**src/rtl/branch_resolve_queue_pkg.sv**
```systemverilog
// Shared types for the branch resolve queue: branch-mask types, FU result and
// branch-stack resolution packets.
`ifndef B_MASK_WIDTH
`define B_MASK_WIDTH 4
`endif

package branch_resolve_queue_pkg;

  typedef logic [31:0]              ADDR;
  typedef logic [`B_MASK_WIDTH-1:0] B_MASK;
  typedef logic [`B_MASK_WIDTH-1:0] B_MASK_MASK;

  // Resolution handed to the branch stack; bmm == 0 means "nothing this cycle".
  typedef struct packed {
    B_MASK_MASK bmm;
    logic       bm_mispred;
    ADDR        target_PC;
    logic       taken;
  } BRANCH_REG_PACKET;

  typedef struct packed {
    B_MASK_MASK bmm;
    B_MASK      b_m;
    logic       taken;
    logic       pred_taken;
    ADDR        target_PC;
  } BR_RESULT_PACKET;

  typedef struct packed {
    logic  valid;
    B_MASK b_m;
    logic  mispred;
    logic  pred_taken;
    ADDR   target_PC;
  } brq_slot_t;

endpackage

```
**src/rtl/branch_resolve_queue_if.sv**
```systemverilog
// Bundle between the branch FUs / branch stack and the branch resolve queue.
interface branch_resolve_queue_if
  import branch_resolve_queue_pkg::*;
#(
  parameter int NUM_BR_FU = 2
);
  logic [NUM_BR_FU-1:0]                        fu_br_valid;
  logic [NUM_BR_FU-1:0][`B_MASK_WIDTH-1:0]     fu_br_bmm;
  logic [NUM_BR_FU-1:0][`B_MASK_WIDTH-1:0]     fu_br_b_m;
  logic [NUM_BR_FU-1:0]                        fu_br_taken;
  logic [NUM_BR_FU-1:0]                        fu_br_pred_taken;
  logic [NUM_BR_FU-1:0][31:0]                  fu_br_target_PC;
  BRANCH_REG_PACKET                            branch_completing;
  logic [`B_MASK_WIDTH-1:0]                    pending_mask;

  modport master (
    output fu_br_valid, fu_br_bmm, fu_br_b_m, fu_br_taken, fu_br_pred_taken,
           fu_br_target_PC,
    input  branch_completing, pending_mask
  );

  modport slave (
    input  fu_br_valid, fu_br_bmm, fu_br_b_m, fu_br_taken, fu_br_pred_taken,
           fu_br_target_PC,
    output branch_completing, pending_mask
  );
endinterface

```
**src/rtl/brq_oldest_select.sv**
```systemverilog
// Age-ordered picker: oldest mispredict if any exists, else lowest-index valid
// entry. Age comes from each entry's dependency mask, so it is reusable by the LSQ.
module brq_oldest_select #(
  parameter int N = `B_MASK_WIDTH
) (
  input  logic [N-1:0]        valid,
  input  logic [N-1:0]        mispred,
  input  logic [N-1:0][N-1:0] b_m,
  output logic [N-1:0]        grant,
  output logic                grant_mispred
);

  logic [N-1:0] pend;

  always_comb begin
    // NOTE: every output gets a default before the branches so no latch is inferred.
    pend          = valid & mispred;
    grant         = '0;
    grant_mispred = 1'b0;
    if (|pend) begin
      // The oldest mispredict depends on no other pending mispredict.
      for (int k = 0; k < N; k++) begin
        if (grant == '0 && pend[k] && (b_m[k] & pend) == '0) begin
          grant[k]      = 1'b1;
          grant_mispred = 1'b1;
        end
      end
    end else begin
      for (int k = 0; k < N; k++) begin
        if (grant == '0 && valid[k]) grant[k] = 1'b1;
      end
    end
  end

endmodule

```
**src/rtl/branch_resolve_queue.sv**
```systemverilog
// Collects executed branch results into per-mask-bit slots and hands the branch
// stack one resolution per cycle, mispredicts first, squashing younger work.
module branch_resolve_queue
  import branch_resolve_queue_pkg::*;
#(
  parameter int NUM_BR_FU = 2,
  parameter int NUM_SLOTS = `B_MASK_WIDTH
) (
  input  logic                   clock,
  input  logic                   reset,
  branch_resolve_queue_if.slave  brq
);

  brq_slot_t                         slot_q [NUM_SLOTS];
  brq_slot_t                         slot_d [NUM_SLOTS];
  BRANCH_REG_PACKET                  completing_q;
  BRANCH_REG_PACKET                  issue_pkt;

  logic [NUM_SLOTS-1:0]              slot_valid;
  logic [NUM_SLOTS-1:0]              slot_mispred;
  logic [NUM_SLOTS-1:0][NUM_SLOTS-1:0] slot_b_m;
  logic [NUM_SLOTS-1:0]              issue_grant;
  logic                              issue_mispred;
  logic [NUM_BR_FU-1:0]              fu_keep;
  logic                              overwrite_err;
  logic                              dup_bmm_err;

  always_comb begin
    for (int k = 0; k < NUM_SLOTS; k++) begin
      slot_valid[k]   = slot_q[k].valid;
      slot_mispred[k] = slot_q[k].mispred;
      slot_b_m[k]     = slot_q[k].b_m;
    end
  end

  brq_oldest_select #(.N(NUM_SLOTS)) u_select (
    .valid         (slot_valid),
    .mispred       (slot_mispred),
    .b_m           (slot_b_m),
    .grant         (issue_grant),
    .grant_mispred (issue_mispred)
  );

  // Incoming results that depend on the branch mispredicting this cycle are dropped.
  always_comb begin
    for (int f = 0; f < NUM_BR_FU; f++) begin
      fu_keep[f] = brq.fu_br_valid[f] &&
                   !(issue_mispred && |(brq.fu_br_b_m[f] & issue_grant));
    end
  end

  always_comb begin
    for (int k = 0; k < NUM_SLOTS; k++) begin
      slot_d[k] = slot_q[k];
      if (issue_grant[k]) slot_d[k].valid = 1'b0;
      if (issue_mispred && |(slot_q[k].b_m & issue_grant)) slot_d[k].valid = 1'b0;
      slot_d[k].b_m = slot_q[k].b_m & ~issue_grant;
      for (int f = 0; f < NUM_BR_FU; f++) begin
        if (fu_keep[f] && brq.fu_br_bmm[f][k]) begin
          slot_d[k].valid      = 1'b1;
          slot_d[k].b_m        = brq.fu_br_b_m[f] & ~issue_grant;
          slot_d[k].mispred    = brq.fu_br_taken[f] ^ brq.fu_br_pred_taken[f];
          slot_d[k].pred_taken = brq.fu_br_pred_taken[f];
          slot_d[k].target_PC  = brq.fu_br_target_PC[f];
        end
      end
    end
  end

  always_comb begin
    issue_pkt = '0;
    for (int k = 0; k < NUM_SLOTS; k++) begin
      if (issue_grant[k]) begin
        issue_pkt.bmm        = issue_grant;
        issue_pkt.bm_mispred = issue_mispred;
        issue_pkt.target_PC  = slot_q[k].target_PC;
        issue_pkt.taken      = slot_q[k].pred_taken;
      end
    end
  end

  // NOTE: the slot array is only NUM_SLOTS entries and holds valid bits, so it is
  // reset whole rather than treated as an unreset memory.
  always_ff @(posedge clock or negedge reset) begin
    if (!reset) begin
      for (int k = 0; k < NUM_SLOTS; k++) slot_q[k] <= '0;
      completing_q <= '0;
    end else begin
      // NOTE: state registers use non-blocking assignments only.
      for (int k = 0; k < NUM_SLOTS; k++) slot_q[k] <= slot_d[k];
      completing_q <= issue_pkt;
    end
  end

  assign brq.branch_completing = completing_q;
  assign brq.pending_mask      = slot_valid;

  always_comb begin
    overwrite_err = 1'b0;
    dup_bmm_err   = 1'b0;
    for (int f = 0; f < NUM_BR_FU; f++) begin
      if (brq.fu_br_valid[f] && |(brq.fu_br_bmm[f] & slot_valid & ~issue_grant))
        overwrite_err = 1'b1;
      for (int g = f + 1; g < NUM_BR_FU; g++) begin
        if (brq.fu_br_valid[f] && brq.fu_br_valid[g] &&
            |(brq.fu_br_bmm[f] & brq.fu_br_bmm[g]))
          dup_bmm_err = 1'b1;
      end
    end
  end

  a_no_overwrite: assert property (@(posedge clock) disable iff (!reset) !overwrite_err);
  a_no_dup_bmm:   assert property (@(posedge clock) disable iff (!reset) !dup_bmm_err);

endmodule

```
**src/flat_wrapper.sv**
```systemverilog
// flat-port wrapper written by rule: the top's interface ports become plain ports
module branch_resolve_queue_flat import branch_resolve_queue_pkg::*;
#(
  parameter int NUM_BR_FU = 2,
  parameter int NUM_SLOTS = `B_MASK_WIDTH
)
  (clock, reset, brq_fu_br_valid, brq_fu_br_bmm, brq_fu_br_b_m, brq_fu_br_taken, brq_fu_br_pred_taken, brq_fu_br_target_PC, brq_branch_completing, brq_pending_mask);
  branch_resolve_queue_if #(.NUM_BR_FU(NUM_BR_FU)) brq_i ();
  input  logic clock;
  input  logic reset;
  input wire logic [$bits(brq_i.fu_br_valid)-1:0] brq_fu_br_valid;
  input wire logic [$bits(brq_i.fu_br_bmm)-1:0] brq_fu_br_bmm;
  input wire logic [$bits(brq_i.fu_br_b_m)-1:0] brq_fu_br_b_m;
  input wire logic [$bits(brq_i.fu_br_taken)-1:0] brq_fu_br_taken;
  input wire logic [$bits(brq_i.fu_br_pred_taken)-1:0] brq_fu_br_pred_taken;
  input wire logic [$bits(brq_i.fu_br_target_PC)-1:0] brq_fu_br_target_PC;
  output wire logic [$bits(brq_i.branch_completing)-1:0] brq_branch_completing;
  output wire logic [$bits(brq_i.pending_mask)-1:0] brq_pending_mask;
  assign brq_i.fu_br_valid = brq_fu_br_valid;
  assign brq_i.fu_br_bmm = brq_fu_br_bmm;
  assign brq_i.fu_br_b_m = brq_fu_br_b_m;
  assign brq_i.fu_br_taken = brq_fu_br_taken;
  assign brq_i.fu_br_pred_taken = brq_fu_br_pred_taken;
  assign brq_i.fu_br_target_PC = brq_fu_br_target_PC;
  assign brq_branch_completing = brq_i.branch_completing;
  assign brq_pending_mask = brq_i.pending_mask;
  branch_resolve_queue #(.NUM_BR_FU(NUM_BR_FU), .NUM_SLOTS(NUM_SLOTS)) u_core (.clock(clock), .reset(reset), .brq(brq_i));
endmodule
```
**config.mk**
```make
export PLATFORM = sky130hd
export DESIGN_NAME = branch_resolve_queue_flat
export DESIGN_NICKNAME = d
export VERILOG_FILES = /design/src/rtl/branch_resolve_queue_pkg.sv /design/src/rtl/branch_resolve_queue_if.sv /design/src/rtl/brq_oldest_select.sv /design/src/rtl/branch_resolve_queue.sv /design/src/flat_wrapper.sv
export SDC_FILE = /design/constraint.sdc
export NUM_CORES = 1
export LEC_CHECK = 0
export BUFFER_PORTS_ARGS = -buffer_cell sky130_fd_sc_hd__buf_2
export CORE_MARGIN = 2
export CORE_UTILIZATION = 50
export DETAILED_ROUTE_END_ITERATION = 10
export GPL_TIMING_DRIVEN = 0
export PLACE_DENSITY = 0.79
export SLEW_MARGIN = 20
export SYNTH_ARGS = -nofsm -noshare
export SYNTH_HDL_FRONTEND = slang
export SYNTH_SLANG_ARGS = --single-unit
```
**constraint.sdc**
```tcl
create_clock -name clock -period 2.8 [get_ports clock]
set_input_delay 0.14 -clock clock [delete_from_list [all_inputs] [get_ports clock]]
set_output_delay 0.14 -clock clock [all_outputs]
set_load 0.02 [all_outputs]
```
Word level (Yosys, flattened, before mapping)
Cells that the tools add are included.

Bitwise gates (word level): 22. Muxes and demuxes: 39. Reductions and logical operators: 51.

Operators with widths (number): 39-bit two-way mux (8); 38-bit two-way mux (3); 4-bit AND (17); 35-bit two-way mux (1); 4-bit OR reduction (7); 1-bit logical AND (26); 1-bit two-way mux (26); 4-bit zero test (4); 4-bit nonzero test (4); 2-bit nonzero test (4); 3-bit zero test (2); 2-bit zero test (2); 4-bit two-way mux (1); 4-bit inverter (1); 1-bit zero test (2); 1-bit inverter (2); 1-bit bitwise XOR (2).

Logic and storage cells: 136. Bits in registers: 194. Bits of input ports: 88.

Longest topological paths before layout
Gate-level depths: netlist (run 1).

Depth in word-level cells: 29. Mapped depth: 12.

Modules after synthesis
Synthesis (run 1) repeated with hierarchy kept, for this count alone.

Cells, all modules: 1355. Area total of the unflattened synthesis: 12269.3 µm².

By module, submodules not included: branch_resolve_queue (area an instance 12029.0 µm², instances 1, cells an instance 1324); brq_oldest_select (area an instance 240.2 µm², instances 1, cells an instance 31).

Worst setup path before layout (run 1)
No wires, ideal clock.

Path type: register to register. Start point: reg u_core.brq.pending_mask[0] (netlist name). End point: reg u_core.slot_mispred[2] (netlist name). Cell stages (with the launch flop): 11. Setup slack: 0.439 ns. Library setup time: 0.125 ns. Clock period less this slack: 2.361 ns. Path buffers: 3. Arrival time: 2.236 ns. Required time: 2.675 ns. Cell sequence: dfrtp_1 buf_6 and3b_1 and4_4 a31o_1 buf_6 a221oi_4 a41oi_2 buf_2 mux2i_1 mux2_2.

Word-level cells in the longest chain between the ends: 28. Elaborated cells on any way between the ends: 59. Classes of those cells: mux: 20; bitwise: 9; reduce/logical: 30.

RTL lines: 4-bit AND (RTL line brq_oldest_select.sv:17) `pend = valid & mispred;`; 4-bit AND (RTL line brq_oldest_select.sv:23) `if (grant == '0 && pend[k] && (b_m[k] & pend) == '0) begin`; 4-bit zero test (RTL line brq_oldest_select.sv:23); 1-bit logical AND (RTL line brq_oldest_select.sv:23); 1-bit two-way mux (RTL line brq_oldest_select.sv:23); 1-bit two-way mux (RTL line brq_oldest_select.sv:20) `if (|pend) begin`; 1-bit inverter (RTL line brq_oldest_select.sv:23); 1-bit logical AND (2 in a row) (RTL line brq_oldest_select.sv:23); (+11 left out); 4-bit two-way mux (RTL line brq_oldest_select.sv:20); 4-bit AND (RTL line branch_resolve_queue.sv:48) `!(issue_mispred && |(brq.fu_br_b_m[f] & issue_grant));`; 4-bit OR reduction (RTL line branch_resolve_queue.sv:48); 1-bit logical AND (RTL line branch_resolve_queue.sv:48); 1-bit zero test (RTL line branch_resolve_queue.sv:48); 1-bit logical AND (RTL line branch_resolve_queue.sv:47) `fu_keep[f] = brq.fu_br_valid[f] &&`; 1-bit logical AND (RTL line branch_resolve_queue.sv:59) `if (fu_keep[f] && brq.fu_br_bmm[f][k]) begin`; 39-bit two-way mux / 2-bit nonzero test (equally long branches).

Parallel ways exist; a longest one is shown, timed or not. The select of a mux whose other input is x is not followed. A chain may end at the register's enable or synchronous reset.

==> results of run 1 <==
[tightest hold or removal path, stage by stage]
cell,delay (ns)
buf_2,0.13
nand3_1,0.06
a31oi_1,0.07
[metrics by stage]
step                 util  worst slack, ns
detailed placement  0.560           -0.419
CTS                 0.597          -0.0353
finish              0.611          -0.0217
global route        0.611          -0.0408
floorplan               -            0.439
global placement    0.557            -1.71
[state kept, by name, summed over array words and instances (netlist names)]
register / cells
u_core.slot_q: 132
u_core.brq.branch_completing: 38
u_core.slot_b_m: 16
u_core.brq.pending_mask: 4
u_core.slot_mispred: 4
[layer usage]
metal | GRT usage | up-vias | wire [um]
met1 | 0.455 | 5101 | 14000
met2 | 0.518 | 1019 | 17000
met5 | 0 | - | 0
met3 | 0.0960 | 215 | 5480
met4 | 0.176 | 0 | 2030
li1 | - | 4559 | -
[repair_timing]
action	CTS	global route
hold buffers	10	0
gates cloned	0	2
pin swaps	1	23
endpoints found under the hold margin	63	0
buffers inserted	2	8
setup endpoints to repair	163	160
gates resized for setup	20	105
[path summary, 6_finish.rpt]
kind | cells after the start | slack (ns) | from | endpoint
worst max-delay path | 11 | -0.02 | u_core.brq.pending_mask[0]$_DFFE_PN0P_ | u_core.slot_b_m[3]$_DFF_PN0_
worst min-delay path | 3 | -0.002 | brq_fu_br_target_PC[19] | u_core.slot_q[97]$_DFFE_PN0P_
worst max register to register | 11 | -0.02 | u_core.brq.pending_mask[0]$_DFFE_PN0P_ | u_core.slot_b_m[3]$_DFF_PN0_
worst min register to register | 2 | 0.48 | u_core.slot_q[9]$_DFFE_PN0P_ | u_core.brq.branch_completing[10]$_DFF_PN0_
max in group asynchronous | 3 | 1.81 | reset | u_core.slot_q[135]$_DFFE_PN0P_
min in group asynchronous | 2 | 0.21 | reset | u_core.slot_q[80]$_DFFE_PN0P_
[Yosys cell counts (2+ instances only)]
cell type / count
dfrtp_1: 194
nor3_1: 146
nand3_1: 120
o211ai_1: 101
a31oi_1: 100
nand2_1: 80
clkbuf_1: 79
mux2i_1: 40
a21oi_1: 39
buf_2: 37
a222oi_1: 35
a211oi_1: 14
a32oi_1: 13
a21boi_0: 12
buf_4: 11
a221oi_1: 6
inv_1: 6
buf_6: 5
and3b_1: 4
or2_2: 4
and2_1: 3
and4_1: 3
buf_1: 3
nand4_1: 3
a21o_1: 2
a22oi_1: 2
a32o_1: 2
and3_1: 2
mux2_2: 2
xnor2_1: 2
[cells by family after synthesis]
| family | share of synthesized area |
|---|---|
| AOI/OAI and AO/OA | 0.241 |
| and+or+nand+nor | 0.178 |
| xor gates and xnor gates | 0.00171 |
| muxes | 0.0413 |
| DFF | 0.474 |
| buffers and inverters | 0.0643 |
[where the power goes]
group          internal [mW]  switching [mW]  total, mW
combinational           3.74            6.67       10.4
clock                   1.30            1.19       2.48
sequential              4.25           0.848       5.10
total                   9.29            8.70       18.0
[final cells by class]
type	count	area (um^2)	share of cell area
clock buffer	20	457	0.0370
buffer	136	796	0.0645
sequential	194	4860	0.394
tap	270	338	0.0274
multi-input combinational	753	4820	0.391
clock inverter	12	126	0.0102
inverter	6	22.5	0.00183
timing repair buffer	152	913	0.0741
==> out/qor.yml, run 1 <==
via_count: 10894
cts_buffers: 17
ys_seq_elements: 194
synth_cell_types: 49
dieArea_um2: 21700
wire_per_inst_um: 25.0
power_mw: 18.0
arrival_ns: 3.16
die_h_um: 147
antennaDiodeCount: 0
antenna_found_initial: 0
yosysTopAreaCellShare: 0.474
relSlewSlack: 0.522
crit_type: "reg2reg"
fin_skew_ns: 0.0156
slowest_stage: "a221oi_4"
fin_crit_sh: 1.01
synth_warnings: 0
vias_per_cell: 7.06
finalCriticalPeriod_ns: 2.82
grt_usage: 0.343
grt_pass1_vias: 10511
cp_common_cell: "buf_6"
hold_path_class: "in2reg"
crit_fanout: 10
fill_cells: 1703
gp_congestion: 0.998
clock_latency_ns: 0.45
overflow: 0
final_common_cell: "dfrtp_1"
worst_pin_slew_ns: 0.717
violations: "DRC, hold timing, setup timing"
dp_hpwl_mm: 25.5
max_freq_ghz: 0.354
io_pins: 130
core-area_um2: 20200
tritoncts: "built"
status: "complete, but fails checks"
ir_worst_vdd_mv: 1.03
holdWs_ns: -0.00247
htreeDepth: 4
setup_viol: 4
worst_slack_ns: -0.0217
path_cells: "buf_6 > and3b_1 > and4_4 > a31o_1 > buf_6 > a221oi_4 > a21o_1 > buf_4 > buf_6 > a32oi_1 > a211oi_2"
rows: 52
finalNetCount: 1348
clock_sinks: 194
route.detailed.drc: 1
stdcell_count: 1543
synth.area.top_cells: "dfrtp_1 (47%), o211ai_1 (7.4%), nor3_1 (7.1%)"
synth_top_cell_by_area: "dfrtp_1"
end_kind: "register"
dp_cells: 1489
p_leak_nw: 5.23
grt_pass1_wl_mm: 57.8
initial_core_util: 0.508
synth_edf_count: 0
avgSynthCellArea_um2: 9.41
cts_buffer_depth: 2
crit_path_start_kind: "register"
ant_nets: 0
area_growth_pct: 20.3
syn_area_um2: 10200
clk_pin_slew_ns: 0.08
mostFrequentLayoutCells: "dfrtp_1 (190), buf_2 (145), nor3_1 (145)"
drt_iter0_markers: 2186
grt_max_degree: 82
power_density_nw_per_um2: 1460
path_buf_inv: 4
maxCapViolations: 0
critPathMaxStageDelay_ns: 0.44
crit_required_ns: 3.14
io_buffers: 128
routed_wl_mm: 38.5
synthCells: 1089
fin_area_um2: 12300
place_area_um2: 11300
synthArstFlopShare: 1.00
crit_family: "compound AO/OA/AOI/OAI gates"
ys_seq_area_frac: 0.474
die_width_um: 147
syn_nets: 1177
clock-root-buffer: "clkbuf_16"
setup_tns_ns: -0.0393
first_pass_iters: 11
drv_slew: 0
layout-drive-gt1-share: 0.218
hold_viol_final: 1
ys.flop_type: "dfrtp_1"
(Power assumes the default switching activity.)
==> run 2: changes to the inputs <==
--- a/config.mk
+++ b/config.mk
@@ -10,7 +10,7 @@
 export CORE_UTILIZATION = 50
 export DETAILED_ROUTE_END_ITERATION = 10
 export GPL_TIMING_DRIVEN = 0
-export PLACE_DENSITY = 0.79
+export PLACE_DENSITY_LB_ADDON = 0.12
 export SLEW_MARGIN = 20
 export SYNTH_ARGS = -nofsm -noshare
 export SYNTH_HDL_FRONTEND = slang
==> out/qor.yml, run 2 (synthesis results as in run 1) <==
cts_buffers: 17
holdWs_ns: 0.00815
wire_per_inst_um: 25.7
setup_tns_ns: 0
arrival_ns: 3.13
drt_iter0_markers: 1722
maxCapViolations: 0
hold_path_class: "in2reg"
grt_usage: 0.365
io_buffers: 128
htreeDepth: 4
via_count: 10732
critPathMaxStageDelay_ns: 0.55
worst_pin_slew_ns: 0.855
clock_latency_ns: 0.45
drv_slew: 0
hold_viol_final: 0
setup_viol: 0
stdcell_count: 1550
fin_skew_ns: 0.0115
dp_hpwl_mm: 26.6
worst_slack_ns: 0.0494
rr_worst_depth: 10
path_cells: "buf_6 > and3b_1 > and4_1 > nor3_4 > or2_2 > clkbuf_1 > buf_2 > a222oi_1 > o211ai_1 > nand3_1"
min_to: "u_core.slot_q[82]$_DFFE_PN0P_"
ant_nets: 0
fin_area_um2: 12500
clock-root-buffer: "clkbuf_16"
finalCriticalPeriod_ns: 2.75
overflow: 0
power_density_nw_per_um2: 1450
max_freq_ghz: 0.364
p_leak_nw: 5.29
rows: 52
layout-drive-gt1-share: 0.223
regMostFlops: "u_core.slot_q"
initial_core_util: 0.508
status: "complete, no violations"
tritoncts: "built"
hp-start: "brq_fu_br_target_PC[4]"
mostFrequentLayoutCells: "dfrtp_1 (189), buf_2 (152), nor3_1 (144)"
final_core_util: 0.618
cts_buffer_depth: 2
vias_per_cell: 6.92
place_ws_ns: -0.540
area_growth_pct: 21.6
end_kind: "register"
crit_required_ns: 3.18
grt_pass1_wl_mm: 60.5
die_width_um: 147
first_pass_iters: 8
power_mw: 18.0
die_h_um: 147
crit_type: "reg2reg"
fill_cells: 1785
final_common_cell: "dfrtp_1"
antenna_found_initial: 0
antennaDiodeCount: 0
crit_fanout: 10
r2r-end: "u_core.brq.pending_mask[3]$_DFFE_PN0P_"
place_area_um2: 11300
clk_pin_slew_ns: 0.08
r2r_setup_slack_ns: 0.05
relSlewSlack: 0.430
clock_sinks: 194
core-area_um2: 20200
hold-path-cell-count: 3
grt_pass1_vias: 10642
slowest_stage: "a222oi_1"
r2r-start: "u_core.brq.pending_mask[1]$_DFFE_PN0P_"
route.detailed.drc: 0
grt_max_degree: 86
finalNetCount: 1355
dp_cells: 1489
largest_reg_flops: 132
gp_congestion: 0.992
crit_path_start_kind: "register"
dieArea_um2: 21700
ir_worst_vdd_mv: 0.943
io_pins: 130
routed_wl_mm: 39.9
fin_crit_sh: 0.982
run 2: area by class of cell:
class / count / area, um^2 / area share
sequential: 194 / 4860 / 0.390
multi-input combinational: 753 / 4860 / 0.390
timing repair buffer: 159 / 992 / 0.0796
buffer: 136 / 812 / 0.0652
clock buffer: 20 / 457 / 0.0367
tap: 270 / 338 / 0.0271
clock inverter: 12 / 120 / 0.00964
inverter: 6 / 22.5 / 0.00181
run 2: report_power, final:
part	internal (mW)	total (mW)	switching, mW
clock network	1.23	2.44	1.22
registers	4.25	5.08	0.831
logic	3.75	10.5	6.76
run 2: per-layer routing:
metal / global-route usage / wire length (um)
met5: 0 / 0
met4: 0.166 / 1590
met3: 0.0901 / 5060
met1: 0.500 / 15300
met2: 0.553 / 17900
run 2: critical path, delay by kind of cell (launching register included):
kind / cells / cell delay (ns)
buffers and inverters: 3 / 0.63
AOI/OAI and AO/OA: 2 / 0.70
DFF: 1 / 0.37
and+or+nand+nor: 5 / 0.96
run 2: worst max-delay path by stage:
stage | start | end | slack, ns | cells past startpoint
after floorplan | u_core.brq.pending_mask[0]$_DFFE_PN0P_ | u_core.slot_mispred[2]$_DFFE_PN0P_ | 0.44 | 10
after global placement | reset | u_core.slot_q[19]$_DFFE_PN0P_ | -1.76 | 1
after detailed placement | u_core.brq.pending_mask[1]$_DFFE_PN0P_ | u_core.slot_q[68]$_DFFE_PN0P_ | -0.54 | 11
after CTS | u_core.slot_mispred[1]$_DFFE_PN0P_ | u_core.slot_q[98]$_DFFE_PN0P_ | -0.0002 | 11
after global routing | u_core.brq.pending_mask[2]$_DFFE_PN0P_ | u_core.slot_b_m[11]$_DFF_PN0_ | -0.02 | 9
final | u_core.brq.pending_mask[1]$_DFFE_PN0P_ | u_core.brq.pending_mask[3]$_DFFE_PN0P_ | 0.05 | 10
run 2: timing repair:
action                                  CTS  global route
buffers inserted                          4             1
resized for setup                        36           102
endpoints found under the setup margin  177           174
cloned                                    0             3
endpoints found under the hold margin   189             0
pin swaps                                 3            15
hold buffers                             21             0
